**config.mk**
```make
export PLATFORM = sky130hd
export DESIGN_NAME = mult_div_unit
export DESIGN_NICKNAME = d
export VERILOG_FILES = /design/src/rtl/mult_div_unit.sv
export SDC_FILE = /design/constraint.sdc
export NUM_CORES = 1
export LEC_CHECK = 0
export ABC_AREA = 0
export BUFFER_PORTS_ARGS = -buffer_cell sky130_fd_sc_hd__buf_2
export CORE_MARGIN = 2
export CORE_UTILIZATION = 56
export CTS_BUF_LIST = sky130_fd_sc_hd__clkbuf_8
export DETAILED_ROUTE_END_ITERATION = 16
export PLACE_DENSITY = 0.79
export REMOVE_ABC_BUFFERS = 1
export SYNTH_ARGS = -nofsm -noshare
export SYNTH_HDL_FRONTEND = slang
export SYNTH_SLANG_ARGS = --single-unit
```
**constraint.sdc**
```tcl
create_clock -name clock -period 3.1 [get_ports clock]
set_clock_uncertainty 0.15 [all_clocks]
set_input_delay 0 -clock clock [delete_from_list [all_inputs] [get_ports clock]]
set_output_delay 0 -clock clock [all_outputs]
set_load 0.02 [all_outputs]
```
**src/rtl/mult_div_unit.sv**
```systemverilog
// Multi-cycle MIPS HI/LO multiply/divide unit: radix-2 shift-add multiply and
// restoring divide on operand magnitudes, with a final sign-fix cycle.
module mult_div_unit #(
  parameter int WIDTH = 32,
  parameter int CNT_W = $clog2(WIDTH+1)
) (
  input  logic             clock,
  input  logic             reset,
  input  logic             start,
  input  logic             abort,
  input  logic [1:0]       op,
  input  logic [WIDTH-1:0] a,
  input  logic [WIDTH-1:0] b,
  output logic             busy,
  output logic             done,
  output logic             div_zero,
  output logic [WIDTH-1:0] hi,
  output logic [WIDTH-1:0] lo
);

  typedef enum logic [1:0] {IDLE, CALC, FIX} state_t;

  state_t               state, state_nxt;
  logic                 is_div_q, neg_res, neg_rem;
  logic [WIDTH-1:0]     divisor;
  logic [2*WIDTH-1:0]   acc, acc_step, prod_fix;
  logic [CNT_W-1:0]     cnt;
  logic [WIDTH:0]       add_sum, trial;
  logic [WIDTH-1:0]     quot_fix, rem_fix, abs_a, abs_b;
  logic                 a_neg, b_neg, accept, dz_req;

  // op[0]==0 selects the signed variants
  assign a_neg  = ~op[0] & a[WIDTH-1];
  assign b_neg  = ~op[0] & b[WIDTH-1];
  assign abs_a  = a_neg ? -a : a;
  assign abs_b  = b_neg ? -b : b;
  assign accept = (state == IDLE) & start & ~abort;
  assign dz_req = accept & op[1] & (b == '0);
  assign busy   = (state != IDLE);

  always_ff @(posedge clock or negedge reset) begin
    if (!reset) state <= IDLE;
    else        state <= state_nxt;
  end

  always_comb begin
    state_nxt = state;
    case (state)
      IDLE: if (accept && !dz_req) state_nxt = CALC;
      CALC: if (abort) state_nxt = IDLE;
            else if (cnt == CNT_W'(1)) state_nxt = FIX;
      FIX:  state_nxt = IDLE;
      default: state_nxt = IDLE;
    endcase
  end

  // acc = {high, low}: multiply keeps {partial product, multiplier},
  // divide keeps {remainder, dividend/quotient}; both start as {0, |a|}.
  always_comb begin
    add_sum = {1'b0, acc[2*WIDTH-1:WIDTH]} + {1'b0, (acc[0] ? divisor : {WIDTH{1'b0}})};
    trial   = acc[2*WIDTH-1:WIDTH-1] - {1'b0, divisor};
    if (is_div_q)
      acc_step = trial[WIDTH] ? {acc[2*WIDTH-2:0], 1'b0}
                              : {trial[WIDTH-1:0], acc[WIDTH-2:0], 1'b1};
    else
      acc_step = {add_sum, acc[WIDTH-1:1]};
  end

  // Quotient is negated when signs differ; remainder follows the dividend.
  assign prod_fix = neg_res ? -acc : acc;
  assign quot_fix = neg_res ? -acc[WIDTH-1:0] : acc[WIDTH-1:0];
  assign rem_fix  = neg_rem ? -acc[2*WIDTH-1:WIDTH] : acc[2*WIDTH-1:WIDTH];

  always_ff @(posedge clock or negedge reset) begin
    if (!reset) begin
      is_div_q <= 1'b0;
      neg_res  <= 1'b0;
      neg_rem  <= 1'b0;
      divisor  <= '0;
      acc      <= '0;
      cnt      <= '0;
      done     <= 1'b0;
      div_zero <= 1'b0;
      hi       <= '0;
      lo       <= '0;
    end else begin
      done <= 1'b0;
      case (state)
        IDLE: if (accept) begin
          div_zero <= dz_req;
          done     <= dz_req;
          if (!dz_req) begin
            is_div_q <= op[1];
            neg_res  <= a_neg ^ b_neg;
            neg_rem  <= a_neg;
            divisor  <= abs_b;
            acc      <= {{WIDTH{1'b0}}, abs_a};
            cnt      <= CNT_W'(WIDTH);
          end
        end
        CALC: if (!abort) begin
          acc <= acc_step;
          cnt <= cnt - 1'b1;
        end
        FIX: if (!abort) begin
          {hi, lo} <= is_div_q ? {rem_fix, quot_fix} : prod_fix;
          done     <= 1'b1;
        end
        default: ;
      endcase
    end
  end

endmodule

```
==> impl_metrics.ini <==
[status]
outcome = finished with violations
failed_checks = setup timing

[final_layout]
seq_area_um2 = 4330
drive_above_1_share = 0.245
nNetsFinal = 2362
design_area_um2 = 19100
fin_util = 0.762
nFillCells = 1711
multi_input_area_um2 = 9710
area_growth_pct = 34.6

[timing]
setup_viol = 32
drv_slew = 0
fin_ws_ns = -0.302
final-hold-violation-count = 0
fin_crit_sh = 1.10
rsz0062_at_grt = yes
fmax_ghz = 0.294
tightest_slew_ns = 1.04
relSlewSlack = 0.306
min_period_ns = 3.40

[yosys]
yosysUniqueCellTypes = 75
synth_edf_count = 0
seq_area_frac_synth = 0.306
synthCells = 1800
ys_warn_count = 0
ys_async_sr_fraction = 1.00
synth_ff_type = dfrtp_1
netlist_area_um2 = 14200
avgSynthCellArea_um2 = 7.87
synth_seq_cells = 173

[critical_path]
path_class = register to register
worstSetupStartpoint = acc[0]$_DFFE_PN0P_
r2r-start = acc[0]$_DFFE_PN0P_
end_kind = register
critPathLaunchType = register
cp.arrival_ns = 3.63
worstPathRequired_ns = 3.33
cp_max_fo = 7

[drt]
met3RoutedLength_mm = 5.59
viasPerCell = 6.18
final_antenna_net_count = 0
top_layer = met4
wirelength_mm = 51.2
drc = 0
m1WireLength_mm = 20.4
dr.pass1.iters = 6
vias = 15900
drt_iter0_drc = 2316
wl_per_cell_um = 20.0
wl_met2_mm = 22.8

[placement]
dp_hpwl_mm = 33.8
port_buffers = 136
place.gp.congestion = 0.959
post_dp_cell_area_um2 = 16700

[global_route]
grt_max_degree = 129
grt_pass1_vias = 14500
antenna_found_initial = 0
overflow = 0
grt_pass1_wl_mm = 75.4
grt.total_usage = 0.358

[clock_network]
htree_levels = 4
root_buffer = clkbuf_8
clk_pin_slew_worst_paths_ns = 0.11
cts_tree = built
clock_path_buffers = 2
cts.sinks = 173
numCtsBuffers = 17
clock_latency_ns = 0.49

[floorplan]
row_count = 58
core_area_um2 = 25000
die_x_um = 163
ioPinCount = 137
die-area_um2 = 26600
start_util = 0.566
dieHeight_um = 163

[worst_hold_path]
hp-start = op[1]
hold_class = primary input to register

[power_and_ir_drop]
peakVddDrop_v = 0.000444
powerDensity_nw_per_um2 = 883
cellLeakagePower_nw = 8.93

[run]
max-cap-violations = 0
critical path, cell delays in order (launching register included):
cell and delay (ns):
dfrtp_1 0.43, inv_2 0.10, buf_12 0.15, buf_8 0.13, nor2_2 0.28, ha_4 0.26
a21oi_1 0.12, o21ai_1 0.18, nand2_1 0.14, a2111oi_2 0.31, buf_4 0.21, o311ai_4 0.09
a21oi_2 0.19, mux2i_1 0.10, a211o_1 0.23, a211o_1 0.22
per-layer routing:
layer | up-vias | GRT usage
met4 | 0 | 0.140
li1 | 7191 | -
met1 | 7364 | 0.493
met2 | 1069 | 0.563
met3 | 234 | 0.0604
met5 | - | 0
final timing paths:
path | to | slack, ns | cells past startpoint
max | acc[61]$_DFFE_PN0P_ | -0.30 | 15
min | is_div_q$_DFFE_PN0P_ | 0.16 | 3
max reg2reg | acc[61]$_DFFE_PN0P_ | -0.30 | 15
min reg2reg | lo[24]$_DFFE_PN0P_ | 0.33 | 2
max in group asynchronous | acc[42]$_DFFE_PN0P_ | 1.67 | 4
min in group asynchronous | acc[28]$_DFFE_PN0P_ | 0.44 | 3
synth_stat cells, drive strengths merged, types with 4 or more instances:
cell / count / area share
a41oi: 4 / 0.0025
o221ai: 8 / 0.0049
xor2: 90 / 0.056
or3: 15 / 0.0070
o21bai: 6 / 0.0032
nand3b: 5 / 0.0035
o211ai: 8 / 0.0042
a211o: 4 / 0.0025
buf: 28 / 0.011
a21oi: 119 / 0.042
a31oi: 15 / 0.0066
inv: 74 / 0.020
or2: 4 / 0.0018
nor3: 42 / 0.016
nand4: 14 / 0.0062
o2111ai: 4 / 0.0025
a211oi: 10 / 0.0057
or4: 17 / 0.0090
a311oi: 4 / 0.0029
and2: 15 / 0.0066
nor3b: 5 / 0.0027
a21o: 21 / 0.011
clkbuf: 78 / 0.021
nand2b: 20 / 0.0088
nand3: 32 / 0.012
o22ai: 4 / 0.0018
xnor2: 85 / 0.053
a22oi: 20 / 0.011
nor4: 14 / 0.0092
ha: 70 / 0.062
o31ai: 26 / 0.015
nor2: 150 / 0.040
mux2i: 61 / 0.043
o21a: 9 / 0.0048
nor2b: 15 / 0.0066
o21ai: 235 / 0.084
dfrtp: 173 / 0.31
nand2: 253 / 0.067
o41ai: 12 / 0.0074
cell families (layout without fill, tap and decap cells):
family | after synthesis | after routing | share of synthesized area
xor gates and xnor gates | 175 | 175 | 0.109
AOI/OAI and AO/OA | 525 | 525 | 0.222
buffers and inverters | 180 | 613 | 0.0514
muxes | 64 | 64 | 0.0455
and+or+nand+nor | 611 | 611 | 0.202
adders and majority gates | 72 | 72 | 0.0647
DFF | 173 | 173 | 0.306
other | 0 | 1 | 0
what timing repair did:
| action | 4_1_cts | 5_1_grt |
|---|---|---|
| gates cloned | 1 | 2 |
| hold buffers | 107 | 0 |
| resized for setup | 64 | 84 |
| endpoints found under the hold margin | 245 | 0 |
| buffers inserted | 16 | 13 |
| pin swaps | 23 | 44 |
| endpoints found under the setup margin | 34 | 65 |
report_power, final:
group	switching (W)	total [W]	internal [W]
registers	0.000707	0.00353	0.00283
logic	0.00643	0.0117	0.00524
clock network	0.00101	0.00163	0.000621
placed cells by master, fill, tap and decap left out, types with 6 or more instances in the layout:
cell and count:
nor3_1 33, o21ai_0 194, nand4_1 14, nand2_1 252
xor2_1 89, a22oi_1 19, or4_1 15, nor4_1 9
inv_1 70, o31ai_1 20, a21o_1 21, nor2_2 9
o41ai_1 9, or3_1 12, dlygate4sd3_1 106, xnor2_1 85
a31oi_1 15, ha_1 63, o21bai_1 6, a21oi_1 109
buf_2 135, mux2i_1 59, buf_12 8, a21oi_2 8
o21ai_1 37, nor2_1 140, o211ai_1 8, a211oi_1 8
buf_4 240, nand3_1 27, and2_1 12, clkbuf_8 18
o21a_1 9, nor2b_1 13, o221ai_1 6, nand2b_1 17
buf_6 14, dfrtp_1 172
cell type report:
cell class,instances,area share
timing repair buffer,507,0.207
sequential,173,0.227
clock buffer,18,0.0130
inverter,74,0.0146
antenna,1,0.000131
multi-input combinational,1447,0.509
tap,330,0.0217
clock inverter,14,0.00788
stage by stage:
stage	hold slack [ns]	setup WS, ns	instances	total power [W]	setup TNS, ns
finish	0.163	-0.302	2564	0.0168	-3.81
global route	0.173	-0.374	2563	0.0178	-8.62
CTS	0.141	-0.0376	2550	0.0157	-0.0818
detailed placement	-0.0708	-0.446	2394	0.0134	-10.11
global placement	-0.0819	-0.336	2394	0.0132	-7.46
floorplan	-0.446	-1.80	1694	0.00966	-112.47
state kept, by name, summed over array words and instances, names as in the netlist:
signal    flops
acc          64
divisor      32
hi           32
lo           32
cnt           6
state         2
div_zero      1
done          1
is_div_q      1
neg_rem       1
neg_res       1
No activity file was read; power rests on OpenSTA's default activity.
